<file path="src/rtl/i2c_target_pkg.sv">
// Shared I2C definitions and target FSM state encoding.
// Bus-level constants are common to the controller and the target.
package i2c_target_pkg;

  localparam logic RW_WRITE = 1'b0;
  localparam logic RW_READ  = 1'b1;
  localparam logic ACK      = 1'b0;
  localparam logic NACK     = 1'b1;

  typedef enum logic [3:0] {
    S_IDLE,
    S_ADDR,
    S_ADDR_ACK,
    S_PTR,
    S_PTR_ACK,
    S_WDATA,
    S_WDATA_ACK,
    S_RDATA,
    S_RDATA_ACK,
    S_RD_NEXT,
    S_IGNORE
  } state_t;

endpackage

</file>
<file path="src/rtl/i2c_bus_sync.sv">
// SCL/SDA synchroniser with one-cycle edge, START and STOP pulses.
// Flops reset high so an idle bus produces no edges out of reset.
module i2c_bus_sync #(
  parameter int SYNC_STAGES = 2
) (
  input  logic clk,
  input  logic rst_n,
  input  logic scl_in,
  input  logic sda_in,
  output logic s_sda,
  output logic scl_rise,
  output logic scl_fall,
  output logic start_det,
  output logic stop_det
);

  logic [SYNC_STAGES-1:0] scl_q;
  logic [SYNC_STAGES-1:0] sda_q;
  logic s_scl;
  logic p_scl;
  logic p_sda;

  always_ff @(posedge clk or negedge rst_n) begin
    if (!rst_n) begin
      scl_q <= '1;
      sda_q <= '1;
      p_scl <= 1'b1;
      p_sda <= 1'b1;
    end else begin
      scl_q <= {scl_q[SYNC_STAGES-2:0], scl_in};
      sda_q <= {sda_q[SYNC_STAGES-2:0], sda_in};
      p_scl <= s_scl;
      p_sda <= s_sda;
    end
  end

  assign s_scl     = scl_q[SYNC_STAGES-1];
  assign s_sda     = sda_q[SYNC_STAGES-1];
  assign scl_rise  = s_scl & ~p_scl;
  assign scl_fall  = ~s_scl & p_scl;
  assign start_det = p_sda & ~s_sda & s_scl;
  assign stop_det  = ~p_sda & s_sda & s_scl;

endmodule

</file>
<file path="src/rtl/i2c_target.sv">
// I2C target: address match, pointer/data writes and
// auto-incrementing reads onto a byte-wide register port.
module i2c_target
  import i2c_target_pkg::*;
#(
  parameter logic [6:0] TARGET_ADDR = 7'h52,
  parameter int         SYNC_STAGES = 2
) (
  input  logic       clk,
  input  logic       rst_n,
  input  logic       scl_in,
  input  logic       sda_in,
  output logic       sda_out,
  output logic [7:0] reg_addr,
  output logic [7:0] reg_wdata,
  output logic       reg_we,
  output logic       reg_re,
  input  logic [7:0] reg_rdata,
  output logic       busy
);

  logic s_sda;
  logic scl_rise;
  logic scl_fall;
  logic start_det;
  logic stop_det;

  i2c_bus_sync #(
    .SYNC_STAGES(SYNC_STAGES)
  ) u_sync (
    .clk      (clk),
    .rst_n    (rst_n),
    .scl_in   (scl_in),
    .sda_in   (sda_in),
    .s_sda    (s_sda),
    .scl_rise (scl_rise),
    .scl_fall (scl_fall),
    .start_det(start_det),
    .stop_det (stop_det)
  );

  state_t     state, state_d;
  logic [2:0] bit_ctr, bit_ctr_d;
  logic [7:0] shift, shift_d;
  logic       rw, rw_d;
  logic       sda_out_d;
  logic [7:0] reg_addr_d;
  logic [7:0] reg_wdata_d;
  logic       reg_we_d;
  logic       reg_re_d;
  logic       busy_d;

  logic [7:0] byte_in;
  logic       last;
  logic       rx_state;

  assign byte_in  = {shift[6:0], s_sda};
  assign last     = (bit_ctr == 3'd7);
  assign rx_state = (state == S_ADDR) || (state == S_PTR)
                 || (state == S_WDATA);

  always_ff @(posedge clk or negedge rst_n) begin
    if (!rst_n) begin
      state     <= S_IDLE;
      bit_ctr   <= 3'd0;
      shift     <= 8'd0;
      rw        <= RW_WRITE;
      sda_out   <= 1'b1;
      reg_addr  <= 8'd0;
      reg_wdata <= 8'd0;
      reg_we    <= 1'b0;
      reg_re    <= 1'b0;
      busy      <= 1'b0;
    end else begin
      state     <= state_d;
      bit_ctr   <= bit_ctr_d;
      shift     <= shift_d;
      rw        <= rw_d;
      sda_out   <= sda_out_d;
      reg_addr  <= reg_addr_d;
      reg_wdata <= reg_wdata_d;
      reg_we    <= reg_we_d;
      reg_re    <= reg_re_d;
      busy      <= busy_d;
    end
  end

  always_comb begin
    state_d     = state;
    bit_ctr_d   = bit_ctr;
    shift_d     = shift;
    rw_d        = rw;
    sda_out_d   = sda_out;
    reg_addr_d  = reg_we ? reg_addr + 8'd1 : reg_addr;
    reg_wdata_d = reg_wdata;
    reg_we_d    = 1'b0;
    reg_re_d    = 1'b0;
    busy_d      = busy;

    if (start_det) begin
      state_d   = S_ADDR;
      bit_ctr_d = 3'd0;
      sda_out_d = 1'b1;
    end else if (stop_det) begin
      state_d   = S_IDLE;
      sda_out_d = 1'b1;
      busy_d    = 1'b0;
    end else begin
      if (rx_state && scl_rise) begin
        shift_d   = byte_in;
        bit_ctr_d = bit_ctr + 3'd1;
      end
      unique case (state)
        S_IDLE: ;
        S_ADDR:
          if (scl_rise && last) begin
            if (byte_in[7:1] == TARGET_ADDR) begin
              rw_d    = byte_in[0];
              busy_d  = 1'b1;
              state_d = S_ADDR_ACK;
            end else begin
              busy_d  = 1'b0;
              state_d = S_IGNORE;
            end
          end
        S_PTR:
          if (scl_rise && last) begin
            reg_addr_d = byte_in;
            state_d    = S_PTR_ACK;
          end
        S_WDATA:
          if (scl_rise && last) begin
            reg_wdata_d = byte_in;
            reg_we_d    = 1'b1;
            state_d     = S_WDATA_ACK;
          end
        // sda_out doubles as the ACK phase: first fall drives, second ends
        S_ADDR_ACK, S_PTR_ACK, S_WDATA_ACK:
          if (scl_fall) begin
            if (sda_out) begin
              sda_out_d = ACK;
            end else begin
              sda_out_d = 1'b1;
              bit_ctr_d = 3'd0;
              if (state == S_ADDR_ACK && rw == RW_READ) begin
                reg_re_d = 1'b1;
                state_d  = S_RDATA;
              end else if (state == S_ADDR_ACK) begin
                state_d = S_PTR;
              end else begin
                state_d = S_WDATA;
              end
            end
          end
        S_RDATA:
          if (reg_re) begin
            shift_d   = reg_rdata;
            sda_out_d = reg_rdata[7];
          end else if (scl_fall) begin
            shift_d   = {shift[6:0], 1'b0};
            sda_out_d = shift[6];
          end else if (scl_rise) begin
            bit_ctr_d = bit_ctr + 3'd1;
            if (last) state_d = S_RDATA_ACK;
          end
        S_RDATA_ACK:
          if (scl_fall) begin
            sda_out_d = 1'b1;
          end else if (scl_rise) begin
            if (s_sda == ACK) begin
              reg_addr_d = reg_addr + 8'd1;
              state_d    = S_RD_NEXT;
            end else begin
              busy_d  = 1'b0;
              state_d = S_IGNORE;
            end
          end
        S_RD_NEXT:
          if (scl_fall) begin
            reg_re_d  = 1'b1;
            bit_ctr_d = 3'd0;
            state_d   = S_RDATA;
          end
        S_IGNORE: sda_out_d = 1'b1;
        default:  state_d = S_IDLE;
      endcase
    end
  end

endmodule
</file>
<file path="config.mk">
export PLATFORM = sky130hd
export DESIGN_NAME = i2c_target
export DESIGN_NICKNAME = d
export VERILOG_FILES = /design/src/rtl/i2c_target_pkg.sv /design/src/rtl/i2c_bus_sync.sv /design/src/rtl/i2c_target.sv
export SDC_FILE = /design/constraint.sdc
export NUM_CORES = 1
export LEC_CHECK = 0
export ABC_AREA = 1
export CAP_MARGIN = 30
export CORE_ASPECT_RATIO = 1.1
export CORE_MARGIN = 2
export CORE_UTILIZATION = 50
export DETAILED_ROUTE_END_ITERATION = 16
export GPL_TIMING_DRIVEN = 0
export PLACE_DENSITY = 0.68
export SYNTH_ARGS = -nofsm -noshare
export SYNTH_HDL_FRONTEND = slang
export SYNTH_SLANG_ARGS = --single-unit
</file>
<file path="constraint.sdc">
create_clock -name clk -period 1.6 [get_ports clk]
set_input_delay 0.16 -clock clk [delete_from_list [all_inputs] [get_ports clk]]
set_output_delay 0.16 -clock clk [all_outputs]
set_load 0.02 [all_outputs]
</file>
======== Yosys cells after proc, flatten, opt, wreduce, memory -nomap -nowiden ========
Index checks and enable logic that the tools add are counted.
cells by class
  $add $sub $neg .......................... 2
  equality and inequality tests ........... 32
  multiplexer cells ....................... 67
  bitwise logic cells ..................... 12
  reductions and logical operators ........ 16
operators by type and width
  cell                                                                     number
  8-bit 2-to-1 mux                                                         11
  4-bit 2-to-1 mux                                                         15
  4-bit inequality test, second input constant                             10
  3-bit 2-to-1 mux                                                         11
  4-bit one-hot mux with 8 select lines                                    1
  1-bit 2-to-1 mux                                                         23
  4-bit by 3-bit equality test with 1-bit output, second input constant    4
  8-bit one-hot mux with 2 select lines                                    1
  13-bit AND reduction                                                     1
  4-bit equality test, second input constant                               3
  4-bit by 3-bit inequality test with 1-bit output, second input constant  3
  3-bit one-hot mux with 3 select lines                                    1
  8-bit by 1-bit adder with 8-bit output, second input constant            1
  4-bit by 2-bit equality test with 1-bit output, second input constant    2
  4-bit AND reduction                                                      2
  7-bit equality test, second input constant                               1
  1-bit AND                                                                6
  3-bit by 2-bit inequality test with 1-bit output, second input constant  2
  3-bit inequality test, second input constant                             2
  1-bit inverter                                                           6
  6-bit AND reduction                                                      1
  6-bit nonzero test                                                       1
  5-bit inequality test, second input constant                             1
  5-bit AND reduction                                                      1
  15 further kinds                                                         19
storage, ports and cells
  register bits after elaboration ......... 42
  input port bits ......................... 12
  word-level logic and storage cells ...... 143

======== Longest topological paths before layout ========
Gate-level depths: netlist of the first run.
  depth after elaboration ................. 11
  gate-level depth with buffers ........... 12

======== Hierarchy ========
From an unflattened synthesis of the first run, not the netlist that was laid out.
second synthesis, totals
  cells, all modules ...................... 397
  area total of the unflattened synthesis .. 2743.9 sq um
by module, submodules not included
  module        instances  cells each  area each (sq um)
  i2c_target    1          383         2556.2
  i2c_bus_sync  1          14          187.7

======== Least setup slack after synthesis of the first run ========
Ideal clock, no wire load.
  path type ............................... register to register
  from .................................... register reg_addr[0]
  to ...................................... register reg_addr[6]
  library setup time ...................... 0.117 ns
  data arrival time ....................... 1.410 ns
  setup slack ............................. 0.073 ns
  cell stages (with the launch flop) ...... 11
  buffers on the path ..................... 0
  clock period less this slack ............ 1.527 ns
  path through ............................ dfrtp_1 -> ha_1 -> nand2_1 -> nor2_1 -> nand3_1 -> nand3_1 -> nand3_1 -> nand2_1 -> nand2_1 -> nand2_1 -> nand2_1
on the way
  word-level cells in the longest chain between the ends .. 8
  elaborated cells between the ends (all ways) .. 9
  classes of those cells .................. add/sub: 1; mux: 8
RTL lines
  element                                     line                                 text
  start: declaration                          i2c_target.sv:14                     output logic [7:0] reg_addr,
  start signal: assignment                    i2c_target.sv:80                     reg_addr <= reg_addr_d;
  8-bit by 1-bit adder with 8-bit output (*)  i2c_target.sv:94, i2c_target.sv:171
  8-bit 2-to-1 mux                            i2c_target.sv:94                     reg_addr_d = reg_we ? reg_addr + 8'd1 : reg_addr;
  8-bit 2-to-1 mux                            i2c_target.sv:170                    if (s_sda == ACK) begin
  8-bit 2-to-1 mux                            i2c_target.sv:169                    end else if (scl_rise) begin
  8-bit 2-to-1 mux                            i2c_target.sv:167                    if (scl_fall) begin
  8-bit one-hot mux with 2 select lines       i2c_target.sv:113                    unique case (state)
  8-bit 2-to-1 mux                            i2c_target.sv:104                    end else if (stop_det) begin
  8-bit 2-to-1 mux (*)                        i2c_target.sv:100                    if (start_det) begin
  net reg_addr_d[6]                           i2c_target.sv:47                     logic [7:0] reg_addr_d;
The timed path passes the listed nets; every way through them passes the cells marked *.
A chain may end at the register's enable or synchronous reset.

======== Final worst setup path of the first run ========
  from .................................... register u_sync.scl_q[1]
  to ...................................... register bit_ctr[2]
on the way
  word-level cells in the longest chain between the ends .. 9
  elaborated cells between the ends (all ways) .. 17
  classes of those cells .................. eq/ne: 1; mux: 10; bitwise: 5; reduce/logical: 1
RTL lines
  element                                line                text
  start: declaration                     i2c_bus_sync.sv:17  logic [SYNC_STAGES-1:0] scl_q;
  start signal: assignment               i2c_bus_sync.sv:30  scl_q <= {scl_q[SYNC_STAGES-2:0], scl_in};
  1-bit AND                              i2c_bus_sync.sv:39  assign scl_rise = s_scl & ~p_scl;
  1-bit logical AND                      i2c_target.sv:109   if (rx_state && scl_rise) begin
  3-bit 2-to-1 mux                       i2c_target.sv:109
  3-bit 2-to-1 mux                       i2c_target.sv:162   end else if (scl_rise) begin
  3-bit 2-to-1 mux                       i2c_target.sv:159   end else if (scl_fall) begin
  3-bit 2-to-1 mux                       i2c_target.sv:156   if (reg_re) begin
  3-bit one-hot mux with 3 select lines  i2c_target.sv:113
  3-bit 2-to-1 mux                       i2c_target.sv:104
  3-bit 2-to-1 mux                       i2c_target.sv:100
  end signal: assignment                 i2c_target.sv:76    bit_ctr <= bit_ctr_d;
  end: declaration                       i2c_target.sv:43    logic [2:0] bit_ctr, bit_ctr_d;
Parallel ways exist; a longest one is shown, timed or not. The select of a mux whose other input is x is not followed.

==> results of run 1 <==
## power by group through the flow
stage / Clock, uW / Sequential [uW] / Combinational [uW]
2_1_floorplan: 0 / 1640 / 1070
3_3_place_gp: 0 / 1580 / 1690
3_5_place_dp: 0 / 1580 / 1710
4_1_cts: 697 / 1560 / 1770
5_1_grt: 735 / 1600 / 2390
6_report: 687 / 1570 / 2170
## sequential cells by signal, indices dropped and copies added, names as in the netlist, 2 cells and up
signal,flops
reg_wdata,8
shift,7
u_sync.sda_q,2
u_sync.scl_q,2
state,4
bit_ctr,3
reg_addr,8
## cell usage in the layout (no fill, tap or decap), drive strengths merged
| cell type | synthesis | routed |
|---|---|---|
| nand2 | 174 | 174 |
| nand3 | 44 | 44 |
| inv | 44 | 43 |
| buf | 4 | 36 |
| o21ai | 36 | 36 |
| dfrtp | 34 | 34 |
| clkdlybuf4s50 | 0 | 26 |
| nor2 | 22 | 22 |
| a21oi | 10 | 10 |
| dfstp | 7 | 7 |
| o211ai | 7 | 7 |
| clkbuf | 1 | 6 |
| o22ai | 3 | 3 |
| dlymetal6s2s | 0 | 3 |
| clkinv | 1 | 3 |
| ha | 3 | 3 |
| clkinvlp | 0 | 2 |
| xor2 | 2 | 2 |
| nor3 | 2 | 2 |
| nand4 | 1 | 1 |
| o21bai | 1 | 1 |
| o2111ai | 1 | 1 |
| dlygate4sd3 | 0 | 1 |
| dlygate4sd2 | 0 | 1 |
## cell type report
cell class | count | share of cell area
plain buffers | 5 | 0.00990
well taps | 75 | 0.0248
inverters | 45 | 0.0502
repair buffers | 63 | 0.155
clock buffers | 5 | 0.0182
flip-flops and latches | 41 | 0.274
multi-input cells | 306 | 0.463
clock inverters | 3 | 0.00462
## layer usage
layer  vias up  wire length [um]  GRT usage
met5         -                 0          0
met4         0               165     0.0696
met3        18               417     0.0405
met2       112              4030      0.434
met1      1415              3360      0.343
li1       1420                 -          -
## cell families (layout without fill, tap and decap cells)
kind of cell,Yosys count,after routing,share of synthesized area
AOI/OAI and AO/OA,58,58,0.126
DFF,41,41,0.377
and+or+nand+nor,243,243,0.401
xor gates and xnor gates,2,2,0.00639
adders and majority gates,3,3,0.0137
buffers and inverters,50,121,0.0757
## timing repair
item / in CTS / in global routing
hold endpoints to repair: 12 / 0
setup buffers: 9 / 20
endpoints found under the setup margin: 29 / 33
hold buffers: 1 / 0
gates cloned: 0 / 1
resized for setup: 14 / 69
pin swaps: 1 / 24
## worst min path at each step
stage	start	endpoint	slack, ps
6_report	sda_in	u_sync.sda_q[0]	270
3_3_place_gp	u_sync.scl_q[0]	u_sync.scl_q[1]	350
2_1_floorplan	rst_n	bit_ctr[0]	-140
4_1_cts	sda_in	u_sync.sda_q[0]	260
5_1_grt	sda_in	u_sync.sda_q[0]	260
3_5_place_dp	rst_n	reg_wdata[6]	80
## through the flow
| stage | std cells | setup TNS (ps) | power, uW |
|---|---|---|---|
| after floorplan | 397 | 0 | 2710 |
| after global placement | 503 | -27530 | 3260 |
| after detailed placement | 504 | -1750 | 3290 |
| after CTS | 522 | -16.3 | 4020 |
| after global routing | 543 | -688 | 4720 |
| final | 543 | 0 | 4430 |
==> metrics.yaml, run 1 <==
power:
  p_leak_uw: 0.00185
  p_comb_frac: 0.491
  seqPwrFrac: 0.355
  p_int_uw: 2430
  ir_worst_vdd_uv: 738
  swShare: 0.452
  p_clk_frac: 0.155
  switchingPower_uw: 2010
  p_per_area_mw_per_mm2: 1170
placed_design:
  io_buffers: 31
  dp_hpwl_um: 5290
  globalplace.congestion: 0.910
  pre_cts_ws_ps: -161
  place_area_sq_mm: 0.00316
global_route:
  grtUsageTotal: 0.257
  grt_pass1_vias: 2479
  grt_antenna_before_repair: 0
  grt_max_degree: 29
  grt_pass1_wl_um: 12000
  overflow: 0
critical_path:
  crit_cells: 10
  crit_fanout: 6
  path_cells: "inv_2 -> nor2_8 -> buf_6 -> buf_6 -> nand3_2 -> nand2_1 -> nand2_1 -> nand2_1 -> nand2_1 -> nand2_1"
  path_common_cell: "nand2_1"
  r2r-end: "bit_ctr[2]"
  path_class: "reg2reg"
  reg2reg_from: "u_sync.scl_q[1]"
  cpPeakStageDelay_ps: 610
  start_kind: "flip-flop"
  worstSetupEndpoint: "bit_ctr[2]"
  rrSetupSlack_ps: 10
  cp_slowest_cell: "dfstp_2"
  path_buf_inv: 3
  crit_family: "flip-flops"
  cp.arrival_ps: 1820
  critPathCaptureType: "flip-flop"
  reg2reg_depth: 10
  cp_data_required_time_ps: 1830
  startpoint: "u_sync.scl_q[1]"
die:
  rows: 28
  die-area_sq_mm: 0.00610
  die_w_um: 74.6
  io_pins: 32
  initial_core_util: 0.515
  core_sq_mm: 0.00533
  die_h_um: 81.7
worst_hold_path:
  min-delay-path-class: "in2reg"
  whs_path_depth: 1
synthesis:
  synth_top_cell_by_area: "dfrtp_1"
  ys.flop_type: "dfrtp_1"
  yosys.area.top_type_share: 0.310
  synth_area_leaders: "dfrtp_1 (31%), nand2_1 (22%), nand3_1 (7.1%)"
  synth_most_common_cell: "nand2_1"
  yosysSeqAreaShare: 0.377
  synth.ff_latch_count: 41
  synth.distinct_cells: 33
  synth_edf_count: 0
  synth.cells.most_frequent: "nand2_1 (163), nand3_1 (39), inv_1 (36)"
  synth_nets: 412
  synthCells: 397
  avgSynthCellArea_sq_um: 6.91
  synth.cell_area_sq_mm: 0.00274
  async_reset_ff_frac: 1.00
  yosysWarnings: 0
clocking:
  clock-sinks: 41
  clk_latency_ps: 300
  ctsRootBufferMaster: "clkbuf_8"
  cts_buffers: 5
  cts_max_level: 2
  cts.clk_slew.worst_paths_ps: 80
  clockBufferDepth: 2
  cts_tree: "yes"
route:
  drt_pre_antenna_iters: 6
  wirelength_um: 7970
  wl_per_cell_um: 14.7
  viasPerCell: 5.46
  drt.antenna.violating_nets: 0
  drc: 0
  vias: 2965
  drt_iter0_markers: 291
sta:
  period_needed_ps: 1590
  finalHoldViolations: 0
  slew_headroom: 0.727
  worstMarginPinSlew_ps: 406
  slew_viol_final: 0
  setup_viol: 0
  final.setup.worst_slack_ps: 9.98
  rsz0062_at_grt: "true"
  finalCritPeriodShare: 0.994
  max_freq_mhz: 629
  hold_slack_ps: 267
  skew_ps: 6.22
final_layout:
  drive_gt1_frac: 0.274
  regArea_sq_mm: 0.00104
  antenna_cells: 0
  multi_input_area_sq_mm: 0.00176
  post-route-util: 0.712
  syn2layout_area_growth_pct: 38.2
  final_area_sq_mm: 0.00379
  n_fill_cell: 435
  fin_nets: 482
outcome:
  status: "finished clean"
flow_run:
  cap_violations: 0
Power figures use the tool's default switching activity.
==> inputs of run 2 (changes only) <==
CORE_MARGIN = unset   (was 2)
==> run 2 against run 1 <==
  * Critical path depth unchanged
  * Setup slack improved by 22 ps
  * Register-to-register slack improved by 20 ps
  * Critical path type unchanged
==> metrics.yaml, run 2 (same netlist as run 1, synthesis figures left out) <==
final_layout:
  final_area_sq_mm: 0.00367  # -3.1%
  n_fill_cell: 422  # -3.0%
  final_common_cell: "nand2_1"
  syn2layout_area_growth_pct: 33.9
  fin_nets: 479  # -0.62%
  drive_gt1_frac: 0.260  # -0.0133
  antenna_cells: 0  # unchanged
  final_cells: 537  # -1.1%
  largestRegisters: "reg_addr x8, reg_wdata x8, shift x7"
  final_cell_mix: "nand2_1 (153), nand3_1 (36), inv_1 (31)"
critical_path:
  crit_fanout: 6  # unchanged
  critPathCaptureType: "flip-flop"
  crit_family: "flip-flops"
  path_common_cell: "nand2_1"
  path_class: "reg2reg"
  cpPeakStageDelay_ps: 660  # +50 ps
  cp.arrival_ps: 1800  # -20 ps
  cp_slowest_cell: "dfstp_2"
  path_cells: "inv_4 -> nor2_8 -> buf_6 -> buf_4 -> nand3_1 -> nand2_1 -> nand2_1 -> nand2_1 -> nand2_1 -> nand2_1"
  start_kind: "flip-flop"
  cp_data_required_time_ps: 1830  # about the same
  path_buf_inv: 3  # unchanged
sta:
  slew_headroom: 0.689  # -0.0376
  rsz0062_at_grt: "true"
  worstMarginPinSlew_ps: 467  # +60.7 ps
  slew_viol_final: 0  # unchanged
  finalCritPeriodShare: 0.980  # -0.0135
  period_needed_ps: 1570  # -21.5 ps
  finalHoldViolations: 0  # unchanged
  max_freq_mhz: 638  # +1.4%
  setup_viol: 0  # unchanged
  skew_ps: 8.59  # +2.37 ps
placed_design:
  io_buffers: 31  # unchanged
  globalplace.congestion: 0.957  # +5.1%
  dp.cells: 501  # -0.60%
  place_area_sq_mm: 0.00316  # -0.12%
  dp_hpwl_um: 5220  # -1.4%
die:
  rows: 27  # -3.6%
  die_h_um: 79.7  # -2.4%
  die-area_sq_mm: 0.00579  # -5.1%
  io_pins: 32  # unchanged
  die_w_um: 72.6  # -2.7%
  core_sq_mm: 0.00513  # -3.6%
  initial_core_util: 0.534  # +0.0191
clocking:
  cts_tree: "yes"
  cts_buffers: 5  # unchanged
  clockBufferDepth: 2  # unchanged
  ctsRootBufferMaster: "clkbuf_8"
  clk_latency_ps: 300  # about the same
  cts.clk_slew.worst_paths_ps: 80  # about the same
  clock-sinks: 41  # unchanged
  cts_max_level: 2  # unchanged
route:
  drc: 0  # unchanged
  drt_iter0_markers: 176  # -40%
  drt_pre_antenna_iters: 6  # unchanged
  drt.antenna.violating_nets: 0  # unchanged
  wirelength_um: 7640  # -4.1%
  viasPerCell: 5.33  # -2.3%
  vias: 2864  # -3.4%
  wl_per_cell_um: 14.2  # -3.0%
global_route:
  grtUsageTotal: 0.276  # +0.0187
  grt_max_degree: 25  # -14%
  grt_pass1_vias: 2635  # +6.3%
  grt_antenna_before_repair: 0  # unchanged
  grt_pass1_wl_um: 12200  # +1.8%
  overflow: 0  # unchanged
power:
  p_leak_uw: 0.00181  # -2.1%
  p_clk_frac: 0.164  # +0.009
  p_int_uw: 2360  # -2.9%
  p_comb_frac: 0.461  # -0.030
  seqPwrFrac: 0.374  # +0.019
  p_per_area_mw_per_mm2: 1150  # -1.7%
  swShare: 0.442  # -0.0101
  ir_worst_vdd_uv: 653  # -12%
  switchingPower_uw: 1870  # -6.8%
worst_hold_path:
  min-delay-path-class: "in2reg"
outcome:
  status: "finished clean"
flow_run:
  cap_violations: 0  # unchanged
[run 2: cell types whose count changed in the layout (fill, tap and decap cells not counted), sizes merged]
cell / delta
buf: -3
dlymetal6s2s: -2
clkbuf: +1
clkdlybuf4s50: +1
clkinv: -1
clkinvlp: +1
[run 2: per-stage QoR]
stage	power [uW]	TNS (ps)	hold WS (ps)	worst slack, ps	utilization
final	4220	0	270	31.5	0.715
after global routing	4550	-661	260	-57.6	0.715
after CTS	4020	0	265	0.264	0.649
after detailed placement	3280	-1810	130	-145	0.615
after global placement	3230	-27820	347	-717	0.612
after floorplan	2710	0	-136	73.0	-
[run 2: layout make-up]
type                       instances  area (sq um)  share of cell area
buffer                             5          45.0              0.0123
clock buffer                       5          68.8              0.0187
timing repair buffer              60           566               0.154
tap                               72          90.1              0.0245
inverter                          45           196              0.0535
multi-input combinational        306          1650               0.449
clock inverter                     3          17.5             0.00477
sequential                        41          1040               0.283
[run 2: timing repair]
item                       in CTS  in global routing
pin swaps                       0                 12
cloned                          0                  1
hold endpoints to repair       12                  0
hold buffers                    1                  0
setup buffers                   6                 20
resized for setup              11                 62
setup endpoints to repair      30                 34
[run 2: final timing paths]
check	endpoint	slack [ps]	start	cells after the start
max reg2reg	bit_ctr[1]	30	u_sync.scl_q[1]	10
max in group asynchronous	u_sync.scl_q[1]	700	rst_n	3
min	u_sync.sda_q[0]	270	sda_in	1
min in group asynchronous	reg_wdata[6]	330	rst_n	2
max	bit_ctr[1]	30	u_sync.scl_q[1]	10
min reg2reg	u_sync.sda_q[1]	360	u_sync.sda_q[0]	0
[run 2: power groups by stage]
stage	combinational (uW)	clock (uW)	sequential, uW
3_5_place_dp	1690	0	1580
3_3_place_gp	1650	0	1580
5_1_grt	2180	763	1620
2_1_floorplan	1070	0	1640
4_1_cts	1750	719	1560
6_report	1950	695	1580
[run 2: per-layer routing]
| layer | up-vias | part of all wire | track usage | wire (um) |
|---|---|---|---|---|
| li1 | 1408 | - | - | - |
| met1 | 1368 | 0.45 | 0.355 | 3420 |
| met2 | 68 | 0.49 | 0.468 | 3750 |
| met3 | 20 | 0.041 | 0.0467 | 314 |
| met4 | 0 | 0.021 | 0.0902 | 157 |
| met5 | - | 0 | 0 | 0 |
==> inputs of run 3 (changes only) <==
--- a/config.mk
+++ b/config.mk
@@ -9,4 +9,5 @@
 export CAP_MARGIN = 30
 export CORE_ASPECT_RATIO = 1.1
+export CORE_MARGIN = 5
 export CORE_UTILIZATION = 50
 export DETAILED_ROUTE_END_ITERATION = 16
==> constraint.sdc (replaced) <==
create_clock -name clk -period 1.6 [get_ports clk]
set_input_delay 0.16 -clock clk [delete_from_list [all_inputs] [get_ports clk]]
set_output_delay 0.16 -clock clk [all_outputs]
set_load 0.005 [all_outputs]
==> run 3 against run 2 <==
  * The run now ends with negative setup slack left
  * First-iteration DRC count down 23%
  * Maximum frequency is 2.5% lower
  * Die area is 22% higher
  * Final area decreased by 0.85%
  * Via count down 1.7%
  * Combinational power shrank 3%
  * Sequential cell count unchanged
  * Utilization shrank 3.6 points
  * Clock-buffer cell count grew 1
  * Clock skew is 4.8 ps lower
  * Critical path type unchanged
  * Critical endpoint is now state[3]
==> metrics.yaml, run 3 (same netlist as run 1, synthesis figures left out) <==
outcome:
  status: "complete, but fails checks"
  violations: "negative setup slack"
route:
  wirelength_um: 7300  # -4.5%
  drt_pre_antenna_iters: 5  # -1
  wl_per_cell_um: 13.6  # -4.1%
  drt.antenna.violating_nets: 0  # unchanged
  drt_iter0_markers: 135  # -23%
  viasPerCell: 5.26  # -1.3%
  drc: 0  # unchanged
  vias: 2816  # -1.7%
clocking:
  cts_tree: "yes"
  clockBufferDepth: 2  # unchanged
  clk_latency_ps: 300  # about the same
  cts.clk_slew.worst_paths_ps: 80  # about the same
  clock-sinks: 41  # unchanged
  ctsRootBufferMaster: "clkbuf_8"
  cts_buffers: 5  # unchanged
  cts_max_level: 2  # unchanged
sta:
  slew_viol_final: 0  # unchanged
  slew_headroom: 0.697  # +0.00848
  skew_ps: 3.81  # -4.77 ps
  worstMarginPinSlew_ps: 454  # -12.7 ps
  setup_viol: 3  # +3
  finalCritPeriodShare: 1.01  # +0.0255
  final.setup.worst_slack_ps: -9.23  # -40.8 ps
  period_needed_ps: 1610  # +40.8 ps
  fin_tns_setup_ps: -24.8  # -24.8 ps
  max_freq_mhz: 621  # -2.5%
  rsz0062_at_grt: "true"
  finalHoldViolations: 0  # unchanged
critical_path:
  path_class: "reg2reg"
  critPathCaptureType: "flip-flop"
  cp.arrival_ps: 1850  # +50 ps
  path_buf_inv: 3  # unchanged
  crit_family: "simple AND/OR/NAND/NOR gates"
  path_cells: "inv_2 -> nor2_4 -> inv_4 -> nand2_2 -> nand3_2 -> nor2_4 -> inv_2 -> nor2_4 -> nand3_1 -> nand2_1"
  cp_data_required_time_ps: 1840  # about the same
  start_kind: "flip-flop"
  path_common_cell: "nor2_4"
  crit_fanout: 5  # -1
  cp_slowest_cell: "dfstp_2"
  cpPeakStageDelay_ps: 590  # -70 ps
global_route:
  grtUsageTotal: 0.215  # -0.0615
  grt_max_degree: 25  # unchanged
  grt_pass1_vias: 2603  # -1.2%
  grt_antenna_before_repair: 0  # unchanged
  grt_pass1_wl_um: 11900  # -2.9%
  overflow: 0  # unchanged
worst_hold_path:
  min-delay-path-class: "in2reg"
final_layout:
  drive_gt1_frac: 0.230  # -0.0298
  multi_input_area_sq_mm: 0.00165  # -0.23%
  final_common_cell: "nand2_1"
  final_cell_mix: "nand2_1 (157), nand3_1 (38), inv_1 (32)"
  fin_nets: 474  # -1.0%
  syn2layout_area_growth_pct: 32.7
  antenna_cells: 0  # unchanged
  final_cells: 535  # -0.37%
  regArea_sq_mm: 0.00104  # unchanged
  largestRegisters: "reg_addr x8, reg_wdata x8, shift x7"
  n_fill_cell: 451  # +6.9%
die:
  die-area_sq_mm: 0.00707  # +22%
  rows: 28  # +3.7%
  initial_core_util: 0.512  # -0.0225
  die_h_um: 87.7  # +10%
  die_w_um: 80.6  # +11%
  io_pins: 32  # unchanged
  core_sq_mm: 0.00536  # +4.4%
power:
  ir_worst_vdd_uv: 694  # +6.2%
  p_int_uw: 2590  # +10%
  p_leak_uw: 0.00178  # -1.9%
  p_per_area_mw_per_mm2: 1190  # +3.4%
  seqPwrFrac: 0.359  # -0.015
  switchingPower_uw: 1740  # -6.8%
  p_comb_frac: 0.436  # -0.025
  p_clk_frac: 0.205  # +0.041
  swShare: 0.402  # -0.0404
placed_design:
  dp_hpwl_um: 5330  # +2.2%
  dp.cells: 504  # +0.60%
  io_buffers: 31  # unchanged
  globalplace.congestion: 0.837  # -13%
flow_run:
  cap_violations: 0  # unchanged
[run 3: area by class of cell]
cell class	instances	share of cell area
multi-input combinational	306	0.452
sequential	41	0.286
timing repair buffer	55	0.139
tap	75	0.0258
buffer	5	0.0106
clock inverter	2	0.0103
clock buffer	6	0.0227
inverter	45	0.0536
[run 3: per-layer routing]
metal  up-vias  GRT usage  share of wire
met2        74      0.370           0.50
met4         0     0.0814          0.029
met5         -          0              0
met3        19     0.0319          0.033
li1       1405          -              -
met1      1318      0.272           0.44
[run 3: timing repair]
item	CTS	global route
buffers inserted	7	15
pin swaps	0	8
endpoints found under the setup margin	28	33
endpoints found under the hold margin	11	0
resized for setup	9	53
hold buffers	1	0
[run 3: stage by stage]
stage          utilization  total power [uW]  cell area (sq um)  hold slack (ps)  setup slack, ps
6_report             0.680              4330               3640              264            -9.23
5_1_grt              0.680              4650               3640              253             -113
4_1_cts              0.629              4090               3370              261            -5.52
3_5_place_dp         0.590              3170               3160              115             -116
3_3_place_gp         0.587              3130               3150              348             -705
2_1_floorplan            -              2600               2740             -136             91.5
[run 3: power groups by stage]
stage,logic (uW),registers [uW],clock network (uW)
finish,1890,1560,888
global route,2120,1590,937
CTS,1640,1550,897
detailed placement,1590,1570,0
global placement,1560,1570,0
floorplan,1070,1520,0
[run 3: worst paths after layout]
kind / from / end / slack [ps] / depth (start not counted)
max: u_sync.p_scl / state[3] / -9 / 10
min: scl_in / u_sync.scl_q[0] / 260 / 1
max reg2reg: u_sync.p_scl / state[3] / -9 / 10
min reg2reg: u_sync.scl_q[0] / u_sync.scl_q[1] / 360 / 0
max in group asynchronous: rst_n / sda_out / 740 / 3
min in group asynchronous: rst_n / state[3] / 320 / 2
